===== config.mk =====
export PLATFORM = sky130hd
export DESIGN_NAME = matmul_tile_engine
export DESIGN_NICKNAME = d
export VERILOG_FILES = /design/src/rtl/matmul_pkg.sv /design/src/rtl/matmul_pe.sv /design/src/rtl/matmul_tile_engine.sv
export SDC_FILE = /design/constraint.sdc
export NUM_CORES = 2
export LEC_CHECK = 0
export ABC_AREA = 0
export ABC_CLOCK_PERIOD_IN_PS = 18500
export BUFFER_PORTS_ARGS = -buffer_cell sky130_fd_sc_hd__buf_2
export CAP_MARGIN = 15
export CORE_MARGIN = 2
export CORE_UTILIZATION = 60
export CTS_BUF_LIST = sky130_fd_sc_hd__clkbuf_8
export DETAILED_ROUTE_END_ITERATION = 6
export HOLD_SLACK_MARGIN = 0.08
export PLACE_DENSITY = 0.78
export REMOVE_ABC_BUFFERS = 1
export SLEW_MARGIN = 0
export SYNTH_ARGS = -nofsm -noshare
export SYNTH_HDL_FRONTEND = slang
export SYNTH_SLANG_ARGS = --single-unit

===== constraint.sdc =====
create_clock -name clk -period 18.5 [get_ports clk]
set_clock_uncertainty 0.2 [all_clocks]
set_input_delay 0.925 -clock clk [delete_from_list [all_inputs] [get_ports clk]]
set_output_delay 0.925 -clock clk [all_outputs]
set_load 0.01 [all_outputs]

===== src/rtl/matmul_pkg.sv =====
// Shared types and helpers for the matmul tile engine and its accumulator cells.
package matmul_pkg;

  typedef enum logic [2:0] {
    IDLE,
    LOAD_A,
    LOAD_B,
    COMPUTE,
    OUTPUT
  } state_t;

  // Bit positions of the individual error causes folded into err_reg.
  localparam int ERR_N      = 3;
  localparam int ERR_CFG    = 0;
  localparam int ERR_A_LAST = 1;
  localparam int ERR_B_LAST = 2;

  function automatic int ck_width(input int k_max);
    return $clog2(k_max + 1);
  endfunction

endpackage


===== src/rtl/matmul_pe.sv =====
// One accumulator cell: adds the signed product a*b into acc on each enabled cycle.
module matmul_pe #(
  parameter int DATA_W = 16,
  parameter int ACC_W  = 32
) (
  input  logic                     clk,
  input  logic                     rst_n,
  input  logic signed [DATA_W-1:0] a,
  input  logic signed [DATA_W-1:0] b,
  input  logic                     clear,
  input  logic                     en,
  output logic signed [ACC_W-1:0]  acc
);

  localparam int PROD_W = 2 * DATA_W;
  localparam int EXT_W  = (ACC_W > PROD_W) ? ACC_W : PROD_W;

  logic signed [PROD_W-1:0] prod;
  logic signed [EXT_W-1:0]  prod_ext;

  // Sign-extend (or keep the low bits of) the full product; the sum wraps.
  assign prod     = PROD_W'(a) * PROD_W'(b);
  assign prod_ext = EXT_W'(prod);

  always_ff @(posedge clk or negedge rst_n) begin
    if (!rst_n) begin
      acc <= '0;
    end else if (clear) begin
      acc <= '0;
    end else if (en) begin
      acc <= acc + prod_ext[ACC_W-1:0];
    end
  end

endmodule


===== src/rtl/matmul_tile_engine.sv =====
// M x N output-tile matrix multiply: streams in A and B, runs K MAC steps, streams out C.
module matmul_tile_engine
  import matmul_pkg::*;
#(
  parameter int DATA_W = 16,
  parameter int ACC_W  = 32,
  parameter int M      = 2,
  parameter int N      = 2,
  parameter int K_MAX  = 8,
  localparam int CK_W  = ck_width(K_MAX)
) (
  input  logic              clk,
  input  logic              rst_n,
  input  logic [DATA_W-1:0] s_axis_a_tdata,
  input  logic              s_axis_a_tvalid,
  output logic              s_axis_a_tready,
  input  logic              s_axis_a_tlast,
  input  logic [DATA_W-1:0] s_axis_b_tdata,
  input  logic              s_axis_b_tvalid,
  output logic              s_axis_b_tready,
  input  logic              s_axis_b_tlast,
  output logic [ACC_W-1:0]  m_axis_c_tdata,
  output logic              m_axis_c_tvalid,
  input  logic              m_axis_c_tready,
  output logic              m_axis_c_tlast,
  input  logic [CK_W-1:0]   cfg_k,
  input  logic              start,
  input  logic              clr_done,
  input  logic              irq_en,
  output logic              busy,
  output logic              done_pulse,
  output logic              done_reg,
  output logic              err_reg,
  output logic              irq
);

  localparam int MI_W = $clog2(M);
  localparam int NI_W = $clog2(N);
  localparam int KI_W = $clog2(K_MAX);
  localparam int CI_W = $clog2(M * N);
  localparam int CW_A = (CK_W > $clog2(M + 1)) ? CK_W : $clog2(M + 1);
  localparam int CW   = (CW_A > $clog2(N + 1)) ? CW_A : $clog2(N + 1);

  state_t state, state_nxt;

  logic [CK_W-1:0] k_r, k_cnt;
  logic [CW-1:0]   row_cnt, col_cnt, k_last_w;
  logic [CI_W-1:0] c_cnt;
  logic [KI_W-1:0] k_idx;
  logic            c_valid, cfg_ok, start_ok, pe_en;
  logic            a_hs, b_hs, c_hs, a_final, b_final, k_final, c_final;
  logic [ERR_N-1:0] err_event;

  logic signed [DATA_W-1:0] a_buf [M][K_MAX];
  logic signed [DATA_W-1:0] b_buf [K_MAX][N];
  logic signed [ACC_W-1:0]  acc   [M*N];

  assign cfg_ok   = (cfg_k != '0) && (cfg_k <= CK_W'(K_MAX));
  assign start_ok = (state == IDLE) && start && cfg_ok;
  assign k_last_w = CW'(k_r) - CW'(1);
  assign a_final  = (row_cnt == CW'(M - 1)) && (col_cnt == k_last_w);
  assign b_final  = (row_cnt == k_last_w) && (col_cnt == CW'(N - 1));
  assign k_final  = (k_cnt == k_r - CK_W'(1));
  assign c_final  = (c_cnt == CI_W'(M * N - 1));
  assign k_idx    = k_cnt[KI_W-1:0];

  assign a_hs = s_axis_a_tvalid && s_axis_a_tready;
  assign b_hs = s_axis_b_tvalid && s_axis_b_tready;
  assign c_hs = c_valid && m_axis_c_tready;

  // tlast is only cross-checked against the beat count; it never steers the FSM.
  assign err_event[ERR_CFG]    = (state == IDLE) && start && !cfg_ok;
  assign err_event[ERR_A_LAST] = a_hs && (s_axis_a_tlast != a_final);
  assign err_event[ERR_B_LAST] = b_hs && (s_axis_b_tlast != b_final);

  always_ff @(posedge clk or negedge rst_n) begin
    if (!rst_n) state <= IDLE;
    else        state <= state_nxt;
  end

  always_comb begin
    state_nxt = state;
    case (state)
      IDLE:    if (start_ok)          state_nxt = LOAD_A;
      LOAD_A:  if (a_hs && a_final)   state_nxt = LOAD_B;
      LOAD_B:  if (b_hs && b_final)   state_nxt = COMPUTE;
      COMPUTE: if (k_final)           state_nxt = OUTPUT;
      OUTPUT:  if (c_hs && c_final)   state_nxt = IDLE;
      default:                        state_nxt = IDLE;
    endcase
  end

  always_comb begin
    s_axis_a_tready = 1'b0;
    s_axis_b_tready = 1'b0;
    pe_en           = 1'b0;
    busy            = (state != IDLE);
    case (state)
      LOAD_A:  s_axis_a_tready = 1'b1;
      LOAD_B:  s_axis_b_tready = 1'b1;
      COMPUTE: pe_en           = 1'b1;
      default: ;
    endcase
  end

  always_ff @(posedge clk or negedge rst_n) begin
    if (!rst_n) begin
      k_r     <= '0;
      k_cnt   <= '0;
      row_cnt <= '0;
      col_cnt <= '0;
      for (int i = 0; i < M; i++)
        for (int k = 0; k < K_MAX; k++) a_buf[i][k] <= '0;
      for (int k = 0; k < K_MAX; k++)
        for (int j = 0; j < N; j++) b_buf[k][j] <= '0;
    end else begin
      case (state)
        IDLE: if (start_ok) begin
          k_r     <= cfg_k;
          k_cnt   <= '0;
          row_cnt <= '0;
          col_cnt <= '0;
        end
        LOAD_A: if (a_hs) begin
          a_buf[row_cnt[MI_W-1:0]][col_cnt[KI_W-1:0]] <= s_axis_a_tdata;
          if (col_cnt == k_last_w) begin
            col_cnt <= '0;
            row_cnt <= a_final ? '0 : row_cnt + CW'(1);
          end else begin
            col_cnt <= col_cnt + CW'(1);
          end
        end
        LOAD_B: if (b_hs) begin
          b_buf[row_cnt[KI_W-1:0]][col_cnt[NI_W-1:0]] <= s_axis_b_tdata;
          if (col_cnt == CW'(N - 1)) begin
            col_cnt <= '0;
            row_cnt <= b_final ? '0 : row_cnt + CW'(1);
          end else begin
            col_cnt <= col_cnt + CW'(1);
          end
        end
        COMPUTE: k_cnt <= k_final ? '0 : k_cnt + CK_W'(1);
        default: ;
      endcase
    end
  end

  for (genvar i = 0; i < M; i++) begin : g_row
    for (genvar j = 0; j < N; j++) begin : g_col
      matmul_pe #(.DATA_W(DATA_W), .ACC_W(ACC_W)) u_pe (
        .clk   (clk),
        .rst_n (rst_n),
        .a     (a_buf[i][k_idx]),
        .b     (b_buf[k_idx][j]),
        .clear (start_ok),
        .en    (pe_en),
        .acc   (acc[i*N+j])
      );
    end
  end

  // The accumulators are frozen in OUTPUT, so selecting by c_cnt keeps data stable under stalls.
  assign m_axis_c_tvalid = c_valid;
  assign m_axis_c_tdata  = c_valid ? acc[c_cnt] : '0;
  assign m_axis_c_tlast  = c_valid && c_final;

  always_ff @(posedge clk or negedge rst_n) begin
    if (!rst_n) begin
      c_valid    <= 1'b0;
      c_cnt      <= '0;
      done_pulse <= 1'b0;
      done_reg   <= 1'b0;
      err_reg    <= 1'b0;
      irq        <= 1'b0;
    end else begin
      done_pulse <= c_hs && c_final;
      if (state == COMPUTE && k_final) c_valid <= 1'b1;
      else if (c_hs && c_final)        c_valid <= 1'b0;
      if (c_hs) c_cnt <= c_final ? '0 : c_cnt + CI_W'(1);
      done_reg <= done_pulse | (done_reg & ~clr_done);
      err_reg  <= (|err_event) | (err_reg & ~clr_done);
      irq      <= done_reg & irq_en;
    end
  end

endmodule


==> flow_summary.toml <==
[clocking]
clkTransAtPathRegs_ns = 0.06
numCtsBuffers = 112
cts_resized = 0
clock_latency_ns = 0.89
cts_tree = "yes"
h-tree-depth = 3
numClockSinks = 666
clockBufferDepth = 3
clock-root-buffer = "clkbuf_8"

[critical_path]
cp-start-kind = "flip-flop"
cp.required_ns = 19.04
path_max_fanout = 40
critPathArrivalTime_ns = 10.84
path_class = "flip-flop to flip-flop"
end_kind = "flip-flop"

[placement]
dp_hpwl_um = 144000
port_buffers = 86
place.gp.congestion = 0.933
post-place-ws_ns = 8.22

[global_routing]
grt_usage = 0.331
grt.busiest_layer = "met2"
grt_pass1_vias = 55800
met2_usage = 0.518
grt_max_degree = 189
antenna_found_initial = 16
grt_overflow = 0
use_met3 = 0.0914
use_met1 = 0.418
grt_pass1_wl_um = 314000

[synth]
netlist.area_leader.share = 0.321
synth_flop_cell = "dfrtp_1"
synth-seq-cells = 666
netlist_area_um2 = 72800
async_flop_share = 1.00
avgSynthCellArea_um2 = 10.6
synth_edf_count = 0
synth-seq-area-share = 0.229
ys_types = 76
synth_area_leaders = "fa_1, dfrtp_1, mux2_2, inv_1, ha_1"
syn_inst = 6843
synth_top_area_cell = "fa_1"
ys_warn_count = 0

[layout]
regArea_um2 = 16700
multi_input_area_um2 = 49900
layout_common_cells = "inv_1, fa_1, dfrtp_1"
final_common_cell = "inv_1"
fillCellCount = 9090
num-nets-final = 8424
drive_gt1_frac = 0.162
top_regs = "a_buf (256), b_buf (256), g_row.g_col.u_pe.acc (128)"
area_delta_synth_final_pct = 6.38
fin_util = 0.644

[die]
dieWidth_um = 352
initial_core_util = 0.606
placeableCoreArea_um2 = 120000
io-pin-count = 87
num_rows = 127
chipHeight_um = 352
die_area_um2 = 124000

[sta]
maxSlewHeadroom = 0.164
finalSetupTns_ns = 0
min_period_over_period = 0.557
finalSetupViolations = 0
finalMaxSlewViolations = 0
hold_ws_ns = 0.135
hold_viol_final = 0
worst_slack_ns = 8.20
fmax_mhz = 97.1
grt_setup_unrepaired = "no"
finalCriticalPeriod_ns = 10.30
worst_pin_slew_ns = 1.25

[route]
wl_per_cell_um = 23.3
vias = 50800
wirelength_um = 199000
viasPerCell = 5.97
first_pass_iters = 5
ant_nets = 0
drt-initial-drc-count = 4257
drc = 0

[run_status]
status = "complete, no violations"

[min_path]
hold_path_class = "input pin to flip-flop"

[flow_run]
cap_violations = 0
[worst paths after layout]
kind / from / to / slack [ns] / depth (start not counted)
max in group asynchronous: rst_n / k_cnt[1] / 14.60 / 5
min in group asynchronous: rst_n / b_buf[207] / 0.44 / 2
max reg2reg: k_cnt[0] / g_row[0].g_col[1].u_pe.acc[31] / 8.20 / 26
min: cfg_k[3] / k_r[3] / 0.13 / 3
min reg2reg: done_pulse / done_reg / 0.26 / 1
max: k_cnt[0] / g_row[0].g_col[1].u_pe.acc[31] / 8.20 / 26
[kinds of logic after synthesis]
| group | share of synthesized area |
|---|---|
| multiplexers | 0.146 |
| flip-flops | 0.229 |
| buffers and inverters | 0.0896 |
| AO/OA/AOI/OAI | 0.0384 |
| AND/OR/NAND/NOR | 0.0860 |
| adder cells (fa/ha/maj) | 0.390 |
| XOR/XNOR | 0.0207 |
[cell usage after synthesis, types with 55 or more instances]
cell type,n
inv_1,1371
fa_1,1168
dfrtp_1,666
nor2_1,604
nand2_1,568
mux2_2,531
ha_1,399
clkbuf_1,275
mux4_2,160
xnor2_1,115
o21ai_0,114
a21oi_1,92
nand3_1,80
mux2i_1,71
nand2b_1,66
o21ai_1,55
xor2_1,55
[critical path, stage by stage, from the launching register on]
cell       delay (ns)
dfrtp_4          0.95
buf_4            0.77
buf_4            0.61
mux4_2           0.59
mux2_2           0.54
nand2_1          0.27
inv_1            0.09
fa_1             0.75
inv_1            0.12
fa_1             0.53
inv_1            0.27
fa_1             0.50
fa_1             0.51
fa_1             0.51
inv_1            0.06
fa_1             0.47
inv_1            0.04
ha_1             0.36
a41oi_1          0.25
o21ai_1          0.10
a21oi_1          0.21
o22ai_1          0.12
a2111oi_1        0.65
o21ai_1          0.17
a31oi_1          0.23
xnor2_1          0.14
o21ai_1          0.07
[per-layer routing]
metal | vias to the layer above | part of all wire
li1 | 21300 | -
met3 | 824 | 0.11
met4 | 12 | 0.068
met2 | 2507 | 0.45
met5 | - | 0.00036
met1 | 26100 | 0.37
[metrics by stage]
stage          area, µm²  instances
2_1_floorplan      71400       6502
3_3_place_gp       75000       8303
3_5_place_dp       75000       8303
4_1_cts            77400       8506
5_1_grt            77400       8512
6_report           77400       8513
[final cells by class]
class / count / area share
sequential: 666 / 0.215
clock buffer: 128 / 0.0228
timing repair buffer: 195 / 0.0168
clock inverter: 70 / 0.00713
multi-input combinational: 4460 / 0.645
antenna: 6 / 0.000194
tap: 1612 / 0.0261
inverter: 1376 / 0.0667
[repair_timing]
action,in CTS,in global routing
hold buffers,5,0
hold endpoints to repair,71,0
setup buffers,0,0
Power is not shown: default switching activity piles up to over one toggle a cycle in this logic, so the estimate is an artifact.
